**src/rtl/sprite_mem_server_pkg.sv**
```systemverilog
// Shared definitions for the sprite memory server and the sprite loader.
// Holds the sprite select encodings, the base pair offset of each sprite in
// the pixel store, the number of pixel pairs in each sprite, and the server
// FSM state encoding.
package sprite_mem_server_pkg;

    typedef enum logic [2:0] {
        SEL_BG     = 3'b000,
        SEL_PWR    = 3'b001,
        SEL_RED    = 3'b010,
        SEL_GREEN  = 3'b011,
        SEL_BLUE   = 3'b100,
        SEL_YELLOW = 3'b101,
        SEL_WIN    = 3'b110,
        SEL_LOSE   = 3'b111
    } sprite_sel_e;

    // Base offsets, in pixel pairs, of each sprite in the pixel store.
    localparam int DEF_BG_BASE     = 0;
    localparam int DEF_PWR_BASE    = 64800;
    localparam int DEF_RED_BASE    = 65000;
    localparam int DEF_GREEN_BASE  = 79112;
    localparam int DEF_BLUE_BASE   = 93224;
    localparam int DEF_YELLOW_BASE = 107336;
    localparam int DEF_WIN_BASE    = 121448;
    localparam int DEF_LOSE_BASE   = 143048;

    // Number of pixel pairs in each sprite.
    localparam logic [15:0] BG_LIMIT    = 16'd64800;
    localparam logic [15:0] PWR_LIMIT   = 16'd200;
    localparam logic [15:0] COLOR_LIMIT = 16'd14112;
    localparam logic [15:0] WIN_LIMIT   = 16'd21600;
    localparam logic [15:0] LOSE_LIMIT  = 16'd25200;

    typedef enum logic [1:0] {
        IDLE   = 2'd0,
        RD_HI  = 2'd1,
        RD_LO  = 2'd2,
        CAP_LO = 2'd3
    } state_e;

    function automatic logic [15:0] pair_limit(input logic [2:0] sel);
        case (sel)
            SEL_BG:   pair_limit = BG_LIMIT;
            SEL_PWR:  pair_limit = PWR_LIMIT;
            SEL_WIN:  pair_limit = WIN_LIMIT;
            SEL_LOSE: pair_limit = LOSE_LIMIT;
            default:  pair_limit = COLOR_LIMIT;
        endcase
    endfunction

endpackage

```
**src/rtl/sprite_mem_server_if.sv**
```systemverilog
// Loader-side bus of the sprite memory server.
//   MEM_CLK    : pair-read request strobe (request on its rising edge)
//   MEM_ADDR   : pair index within the sprite
//   MEM_SEL    : sprite select
//   DATA_OUT   : pixel pair, [47:24] first pixel, [23:0] second pixel
//   DATA_VALID : DATA_OUT answers the last accepted request
// master = sprite loader, slave = sprite memory server.
interface sprite_mem_server_if;
    logic        MEM_CLK;
    logic [15:0] MEM_ADDR;
    logic [2:0]  MEM_SEL;
    logic [47:0] DATA_OUT;
    logic        DATA_VALID;

    modport master (
        output MEM_CLK, MEM_ADDR, MEM_SEL,
        input  DATA_OUT, DATA_VALID
    );

    modport slave (
        input  MEM_CLK, MEM_ADDR, MEM_SEL,
        output DATA_OUT, DATA_VALID
    );
endinterface

```
**src/rtl/sprite_addr_map.sv**
```systemverilog
// Combinational sprite address map.
//   sel      : sprite select
//   addr     : pair index within the sprite
//   pair_sum : base(sel) + addr, absolute pair index in the pixel store
//   in_range : addr is below the pair count of the selected sprite
module sprite_addr_map
    import sprite_mem_server_pkg::*;
#(
    parameter int ROM_AW      = 19,
    parameter int BG_BASE     = DEF_BG_BASE,
    parameter int PWR_BASE    = DEF_PWR_BASE,
    parameter int RED_BASE    = DEF_RED_BASE,
    parameter int GREEN_BASE  = DEF_GREEN_BASE,
    parameter int BLUE_BASE   = DEF_BLUE_BASE,
    parameter int YELLOW_BASE = DEF_YELLOW_BASE,
    parameter int WIN_BASE    = DEF_WIN_BASE,
    parameter int LOSE_BASE   = DEF_LOSE_BASE
) (
    input  logic [2:0]        sel,
    input  logic [15:0]       addr,
    output logic [ROM_AW-1:0] pair_sum,
    output logic              in_range
);

    logic [ROM_AW-1:0] base;

    always_comb begin
        base = '0;
        case (sel)
            SEL_BG:     base = ROM_AW'(BG_BASE);
            SEL_PWR:    base = ROM_AW'(PWR_BASE);
            SEL_RED:    base = ROM_AW'(RED_BASE);
            SEL_GREEN:  base = ROM_AW'(GREEN_BASE);
            SEL_BLUE:   base = ROM_AW'(BLUE_BASE);
            SEL_YELLOW: base = ROM_AW'(YELLOW_BASE);
            SEL_WIN:    base = ROM_AW'(WIN_BASE);
            default:    base = ROM_AW'(LOSE_BASE);
        endcase
        pair_sum = base + ROM_AW'(addr);
        in_range = (addr < pair_limit(sel));
    end

endmodule

```
**src/rtl/sprite_mem_server.sv**
```systemverilog
// Sprite memory server: answers one pixel-pair request from the sprite
// loader by reading two consecutive 24-bit words from the pixel store.
//   CLK, RESET_N : clock, asynchronous active-low reset
//   bus          : loader bus (request strobe/address/select, pair + valid)
//   ROM_RD       : pixel-store read enable
//   ROM_ADDR     : pixel-store word address, 2*(base+addr) then +1
//   ROM_DATA     : pixel-store data, one cycle after ROM_RD
//   ADDR_ERR     : sticky, a request addressed beyond its sprite
//   OVERRUN      : sticky, a request arrived while a read was in progress
module sprite_mem_server
    import sprite_mem_server_pkg::*;
#(
    parameter int ROM_AW      = 19,
    parameter int BG_BASE     = DEF_BG_BASE,
    parameter int PWR_BASE    = DEF_PWR_BASE,
    parameter int RED_BASE    = DEF_RED_BASE,
    parameter int GREEN_BASE  = DEF_GREEN_BASE,
    parameter int BLUE_BASE   = DEF_BLUE_BASE,
    parameter int YELLOW_BASE = DEF_YELLOW_BASE,
    parameter int WIN_BASE    = DEF_WIN_BASE,
    parameter int LOSE_BASE   = DEF_LOSE_BASE
) (
    input  logic                CLK,
    input  logic                RESET_N,
    sprite_mem_server_if.slave  bus,
    output logic                ROM_RD,
    output logic [ROM_AW-1:0]   ROM_ADDR,
    input  logic [23:0]         ROM_DATA,
    output logic                ADDR_ERR,
    output logic                OVERRUN
);

    state_e            state, state_nxt;
    logic              mem_clk_q;
    logic              req;
    logic [2:0]        sel_q;
    logic [15:0]       addr_q;
    logic [23:0]       first_px;
    logic [ROM_AW-1:0] pair_sum;
    logic              in_range;

    // The loader strobe is slow and asynchronous to our intent; a request is
    // its low-to-high transition as seen across one CLK.
    assign req = bus.MEM_CLK & ~mem_clk_q;

    sprite_addr_map #(
        .ROM_AW      (ROM_AW),
        .BG_BASE     (BG_BASE),
        .PWR_BASE    (PWR_BASE),
        .RED_BASE    (RED_BASE),
        .GREEN_BASE  (GREEN_BASE),
        .BLUE_BASE   (BLUE_BASE),
        .YELLOW_BASE (YELLOW_BASE),
        .WIN_BASE    (WIN_BASE),
        .LOSE_BASE   (LOSE_BASE)
    ) u_addr_map (
        .sel      (sel_q),
        .addr     (addr_q),
        .pair_sum (pair_sum),
        .in_range (in_range)
    );

    always_ff @(posedge CLK or negedge RESET_N) begin
        if (!RESET_N) begin
            state <= IDLE;
        end else begin
            state <= state_nxt;
        end
    end

    always_comb begin
        state_nxt = state;
        ROM_RD    = 1'b0;
        ROM_ADDR  = '0;
        case (state)
            IDLE: begin
                if (req) begin
                    state_nxt = RD_HI;
                end
            end
            RD_HI: begin
                ROM_RD    = in_range;
                ROM_ADDR  = in_range ? (pair_sum << 1) : '0;
                state_nxt = RD_LO;
            end
            RD_LO: begin
                ROM_RD    = in_range;
                ROM_ADDR  = in_range ? ((pair_sum << 1) | ROM_AW'(1)) : '0;
                state_nxt = CAP_LO;
            end
            default: begin
                state_nxt = IDLE;
            end
        endcase
    end

    // History resets high so a strobe held high through reset is not a request.
    always_ff @(posedge CLK or negedge RESET_N) begin
        if (!RESET_N) begin
            mem_clk_q      <= 1'b1;
            bus.DATA_OUT   <= '0;
            bus.DATA_VALID <= 1'b0;
            ADDR_ERR       <= 1'b0;
            OVERRUN        <= 1'b0;
        end else begin
            mem_clk_q <= bus.MEM_CLK;
            if (req && state == IDLE) begin
                bus.DATA_VALID <= 1'b0;
            end
            if (req && state != IDLE) begin
                OVERRUN <= 1'b1;
            end
            if (state == RD_HI && !in_range) begin
                ADDR_ERR <= 1'b1;
            end
            if (state == CAP_LO) begin
                bus.DATA_OUT   <= in_range ? {first_px, ROM_DATA} : '0;
                bus.DATA_VALID <= 1'b1;
            end
        end
    end

    // Request parameters and the first pixel need no reset: they are only
    // consumed in states reachable after a fresh request.
    always_ff @(posedge CLK) begin
        if (req && state == IDLE) begin
            sel_q  <= bus.MEM_SEL;
            addr_q <= bus.MEM_ADDR;
        end
        if (state == RD_LO) begin
            first_px <= ROM_DATA;
        end
    end

endmodule

```
**src/flat_wrapper.sv**
```systemverilog
// flat-port wrapper written by rule: the top's interface ports become plain ports
module sprite_mem_server_flat import sprite_mem_server_pkg::*;
#(
    parameter int ROM_AW      = 19,
    parameter int BG_BASE     = DEF_BG_BASE,
    parameter int PWR_BASE    = DEF_PWR_BASE,
    parameter int RED_BASE    = DEF_RED_BASE,
    parameter int GREEN_BASE  = DEF_GREEN_BASE,
    parameter int BLUE_BASE   = DEF_BLUE_BASE,
    parameter int YELLOW_BASE = DEF_YELLOW_BASE,
    parameter int WIN_BASE    = DEF_WIN_BASE,
    parameter int LOSE_BASE   = DEF_LOSE_BASE
)
  (CLK, RESET_N, ROM_RD, ROM_ADDR, ROM_DATA, ADDR_ERR, OVERRUN, bus_MEM_CLK, bus_MEM_ADDR, bus_MEM_SEL, bus_DATA_OUT, bus_DATA_VALID);
  sprite_mem_server_if bus_i ();
  input  logic CLK;
  input  logic RESET_N;
  output logic ROM_RD;
  output logic [ROM_AW-1:0] ROM_ADDR;
  input  logic [23:0] ROM_DATA;
  output logic ADDR_ERR;
  output logic OVERRUN;
  input wire logic [$bits(bus_i.MEM_CLK)-1:0] bus_MEM_CLK;
  input wire logic [$bits(bus_i.MEM_ADDR)-1:0] bus_MEM_ADDR;
  input wire logic [$bits(bus_i.MEM_SEL)-1:0] bus_MEM_SEL;
  output wire logic [$bits(bus_i.DATA_OUT)-1:0] bus_DATA_OUT;
  output wire logic [$bits(bus_i.DATA_VALID)-1:0] bus_DATA_VALID;
  assign bus_i.MEM_CLK = bus_MEM_CLK;
  assign bus_i.MEM_ADDR = bus_MEM_ADDR;
  assign bus_i.MEM_SEL = bus_MEM_SEL;
  assign bus_DATA_OUT = bus_i.DATA_OUT;
  assign bus_DATA_VALID = bus_i.DATA_VALID;
  sprite_mem_server #(.ROM_AW(ROM_AW), .BG_BASE(BG_BASE), .PWR_BASE(PWR_BASE), .RED_BASE(RED_BASE), .GREEN_BASE(GREEN_BASE), .BLUE_BASE(BLUE_BASE), .YELLOW_BASE(YELLOW_BASE), .WIN_BASE(WIN_BASE), .LOSE_BASE(LOSE_BASE)) u_core (.CLK(CLK), .RESET_N(RESET_N), .bus(bus_i), .ROM_RD(ROM_RD), .ROM_ADDR(ROM_ADDR), .ROM_DATA(ROM_DATA), .ADDR_ERR(ADDR_ERR), .OVERRUN(OVERRUN));
endmodule
```
**config.mk**
```make
export PLATFORM = sky130hd
export DESIGN_NAME = sprite_mem_server_flat
export DESIGN_NICKNAME = d
export VERILOG_FILES = /design/src/rtl/sprite_mem_server_pkg.sv /design/src/rtl/sprite_mem_server_if.sv /design/src/rtl/sprite_addr_map.sv /design/src/rtl/sprite_mem_server.sv /design/src/flat_wrapper.sv
export SDC_FILE = /design/constraint.sdc
export NUM_CORES = 1
export LEC_CHECK = 0
export ABC_AREA = 1
export CORE_MARGIN = 5
export CORE_UTILIZATION = 33
export CTS_CLUSTER_SIZE = 30
export DETAILED_ROUTE_END_ITERATION = 8
export DONT_BUFFER_PORTS = 1
export GPL_ROUTABILITY_DRIVEN = 0
export PLACE_DENSITY = 0.52
export SLEW_MARGIN = 20
export SYNTH_ARGS = -nofsm -noshare
export SYNTH_HDL_FRONTEND = slang
export SYNTH_SLANG_ARGS = --single-unit
```
**constraint.sdc**
```tcl
create_clock -name CLK -period 4 [get_ports CLK]
set_input_delay 0.6 -clock CLK [delete_from_list [all_inputs] [get_ports CLK]]
set_output_delay 0.6 -clock CLK [all_outputs]
set_load 0.02 [all_outputs]
```
==> flow_metrics.py <==
metrics = {
    "yosys": {
        "synth_mux_area_frac": 0,
        "ys_async_sr_fraction": 0.557,
        "avgSynthCellArea_um2": 9.41,
        "synth_top_family_by_area": "simple AND/OR/NAND/NOR gates",
        "synthSimpleGateAreaFrac": 0.231,
        "syn_area_um2": 4910,
        "synth_compound_area_frac": 0.0963,
        "synth-xor-area-share": 0.0125,
        "ys_types": 38,
        "synth-edff-count": 43,
        "seq_area_frac_synth": 0.538,
        "syn-instance-count": 522,
        "ys_seq_elements": 97,
        "synth_nets": 596,
        "ys.flop_type": "dfrtp_1",
        "yosys_warnings": 0,
        "synthAdderAreaFrac": 0.0713,
    },
    "layout": {
        "num-fill-cells": 1445,
        "syn2layout_area_growth_pct": 10.3,
        "nNetsFinal": 595,
        "instances_no_fill": 711,
        "final_util": 0.371,
        "drive_gt1_frac": 0.116,
    },
    "routing": {
        "drcViolationCount": 0,
        "drt_iter0_drc": 152,
        "totalWireLength_mm": 11.8,
        "ant_nets": 0,
        "num_vias": 3451,
        "viasPerCell": 4.85,
        "dr.pass1.iters": 4,
        "wire_per_inst_um": 16.5,
    },
    "critical_path": {
        "required_ns": 3.40,
        "crit_family": "simple AND/OR/NAND/NOR gates",
        "cp-end-kind": "output port",
        "critical_path.slowest_cell": "edfxtp_1",
        "cpMostUsedCell": "nand2_1",
        "path_max_fanout": 7,
        "crit_path_cell_trace": "inv_4 > nor2_1 > inv_1 > nand2_1 > or3_1 > ha_1 > a21o_1 > a21oi_1 > nor2_1 > nor2_2 > nand2_1 > nand2_1 > nand2_1 > nor2_1",
        "crit_type": "flop to output port",
        "worst-path-buf-inv": 2,
        "start_kind": "flop",
        "worstPathArrival_ns": 3.09,
        "cpPeakStageDelay_ns": 0.51,
    },
    "cts": {
        "htree_levels": 3,
        "cts_tree": "done",
        "cts_buffers": 9,
        "worstSkewPairLatency_ns": 0.34,
        "post_cts_buffers": 0,
        "clock_sinks": 97,
        "cts-root-buf": "clkbuf_16",
        "clkSlewWorstSetupHoldPaths_ns": 0.07,
        "cts_max_path_buffers": 2,
    },
    "outcome": {
        "status": "completed",
    },
    "timing": {
        "setup_slack_ns": 0.310,
        "fin_worst_skew_ns": 0.0113,
        "max_slew.worst_pin.slew_ns": 0.934,
        "slew_violations": 0,
        "relSlewSlack": 0.377,
        "setup_viol": 0,
        "finalCriticalPeriod_ns": 3.69,
        "rsz0062_at_grt": "no",
        "final-hold-violation-count": 0,
        "fin_setup_tns_ns": 0,
        "fin_crit_sh": 0.923,
        "clock.fmax_ghz": 0.271,
    },
    "pwr": {
        "peakVddDrop_mv": 0.376,
        "p_per_area_nw_per_um2": 682,
        "p_leak_nw": 2.34,
    },
    "grt": {
        "gr-total-overflow": 0,
        "grt_first_pass_wirelength_mm": 19.2,
        "grt_max_degree": 54,
        "track_usage": 0.135,
        "grt_pass1_vias": 3492,
        "antenna_found_initial": 1,
    },
    "worst_hold_path": {
        "min_path_type": "primary input to async pin",
    },
    "floorplan": {
        "ioPinCount": 117,
        "dieArea_um2": 17400,
        "initial_core_util": 0.337,
        "die_h_um": 132,
        "die_w_um": 132,
        "row_count": 44,
        "fp.coreArea_um2": 14600,
    },
    "flow_run": {
        "cap_violations": 0,
    },
    "place": {
        "pre_cts_ws_ns": 0.676,
        "io_buffers": 0,
        "placedCellCount": 693,
        "dp_hpwl_mm": 8.73,
    },
}
[logic make-up after synthesis]
| group | after synthesis |
|---|---|
| DFF | 97 |
| buffers and inverters | 59 |
| and+or+nand+nor | 245 |
| xor gates and xnor gates | 7 |
| AOI/OAI and AO/OA | 86 |
| adders and majority gates | 28 |
[sequential cells by signal, summed over array words and instances (netlist names)]
register               count
u_core.bus.DATA_OUT       48
u_core.first_px           24
u_core.addr_q             16
u_core.sel_q               3
u_core.state               2
u_core.ADDR_ERR            1
u_core.OVERRUN             1
u_core.bus.DATA_VALID      1
u_core.mem_clk_q           1
[routing by layer]
layer / track usage / part of all wire / vias to the layer above
li1: - / - / 1720
met1: 0.167 / 0.41 / 1597
met2: 0.217 / 0.48 / 119
met3: 0.0500 / 0.089 / 15
met4: 0.0491 / 0.020 / 0
met5: 0 / 0 / -
[synthesized netlist by cell type, types with 2 or more instances]
cell | n | area, um^2
o21ai_2 | 2 | 17.5
nand3_4 | 2 | 35.0
nand3_1 | 11 | 55.1
dfrtp_1 | 53 | 1330
xnor2_1 | 5 | 43.8
xor2_1 | 2 | 17.5
clkinv_1 | 3 | 11.3
buf_2 | 5 | 25.0
nand2_4 | 2 | 22.5
nor2_1 | 34 | 128
nand3_2 | 3 | 30.0
inv_1 | 34 | 128
a21oi_1 | 15 | 75.1
a21o_1 | 3 | 22.5
inv_2 | 3 | 11.3
o21ai_1 | 12 | 60.1
nand4_2 | 2 | 25.0
o21ai_0 | 47 | 235
clkbuf_1 | 10 | 37.5
nand2_2 | 5 | 31.3
o21bai_1 | 2 | 15.0
edfxtp_1 | 43 | 1290
inv_4 | 2 | 12.5
o211ai_1 | 2 | 15.0
ha_1 | 28 | 350
nand4_1 | 4 | 25.0
nand2_1 | 162 | 608
nor2_4 | 9 | 101
nor2_2 | 5 | 31.3
nand3b_1 | 4 | 30.0
[worst register-to-register path, stage by stage (launching register included)]
cell	delay [ns]
edfxtp_1	0.51
inv_2	0.15
nand2_2	0.11
inv_1	0.07
nand2_1	0.09
nand2_1	0.10
nor2_1	0.06
ha_1	0.27
nand2_1	0.07
nor2_1	0.13
o21ai_2	0.06
o211ai_1	0.10
nand4_2	0.13
nand2_1	0.12
buf_4	0.41
o21ai_0	0.18
[cell usage in the layout (no fill, tap or decap), types with 2 or more instances in the layout]
cell,synthesis,layout
inv_1,34,34
nand3_4,2,2
o211ai_1,2,2
nand2_4,2,2
nand2_2,5,5
inv_6,0,3
nand2_1,162,162
nand4_2,2,2
nand3b_1,4,4
ha_1,28,27
nor2_4,9,9
edfxtp_1,43,43
xnor2_1,5,5
clkinv_1,3,3
nand4_1,4,4
inv_4,2,2
o21bai_1,2,2
dfrtp_1,53,53
clkbuf_16,0,9
xor2_1,2,2
o21ai_0,47,47
a21oi_1,15,15
nor2_2,5,6
nand3_1,11,11
o21ai_1,12,12
inv_2,3,3
buf_4,0,4
nand3_2,3,3
nor2_1,34,33
a21o_1,3,3
o21ai_2,2,2
[worst paths after layout]
kind | startpoint | to | slack, ns | depth (start not counted)
worst max-delay path | u_core.sel_q[2] | ROM_ADDR[16] | 0.31 | 14
worst min-delay path | RESET_N | u_core.mem_clk_q | 0.11 | 0
worst max register to register | u_core.sel_q[0] | u_core.bus.DATA_OUT[17] | 1.31 | 15
worst min register to register | u_core.first_px[18] | u_core.bus.DATA_OUT[42] | 0.53 | 2
max in group asynchronous | RESET_N | u_core.bus.DATA_OUT[31] | 3.64 | 1
min in group CLK | bus_MEM_CLK | u_core.mem_clk_q | 0.26 | 0
[cell type report]
class,count,area [um^2],area share
Sequential cell,97,2640,0.488
Tap cell,184,230,0.0425
Antenna cell,1,2.50,0.000462
Clock inverter,6,58.8,0.0109
Timing Repair Buffer,5,57.6,0.0106
Inverter,42,163,0.0300
Clock buffer,10,239,0.0441
Multi-Input combinational cell,366,2020,0.373
[where the power goes]
group	total [mW]	switching (mW)	leakage, nW	internal [mW]
Sequential	1.79	0.425	1.09	1.37
Combinational	1.07	0.748	1.10	0.321
Clock	0.834	0.382	0.143	0.452
[metrics by stage]
| step | hold WS [ns] | cell area, um^2 | total power, mW |
|---|---|---|---|
| floorplan | 0.304 | 4910 | 2.61 |
| global placement | 0.306 | 5090 | 2.86 |
| detailed placement | 0.307 | 5090 | 2.89 |
| CTS | 0.0877 | 5420 | 3.76 |
| global route | 0.0814 | 5420 | 3.97 |
| finish | 0.105 | 5420 | 3.69 |
[repair_timing]
action	CTS	global route
hold buffers	1	0
gates resized for setup	0	0
endpoints found under the hold margin	53	0
Note: power is estimated with default switching activity, not from simulation.
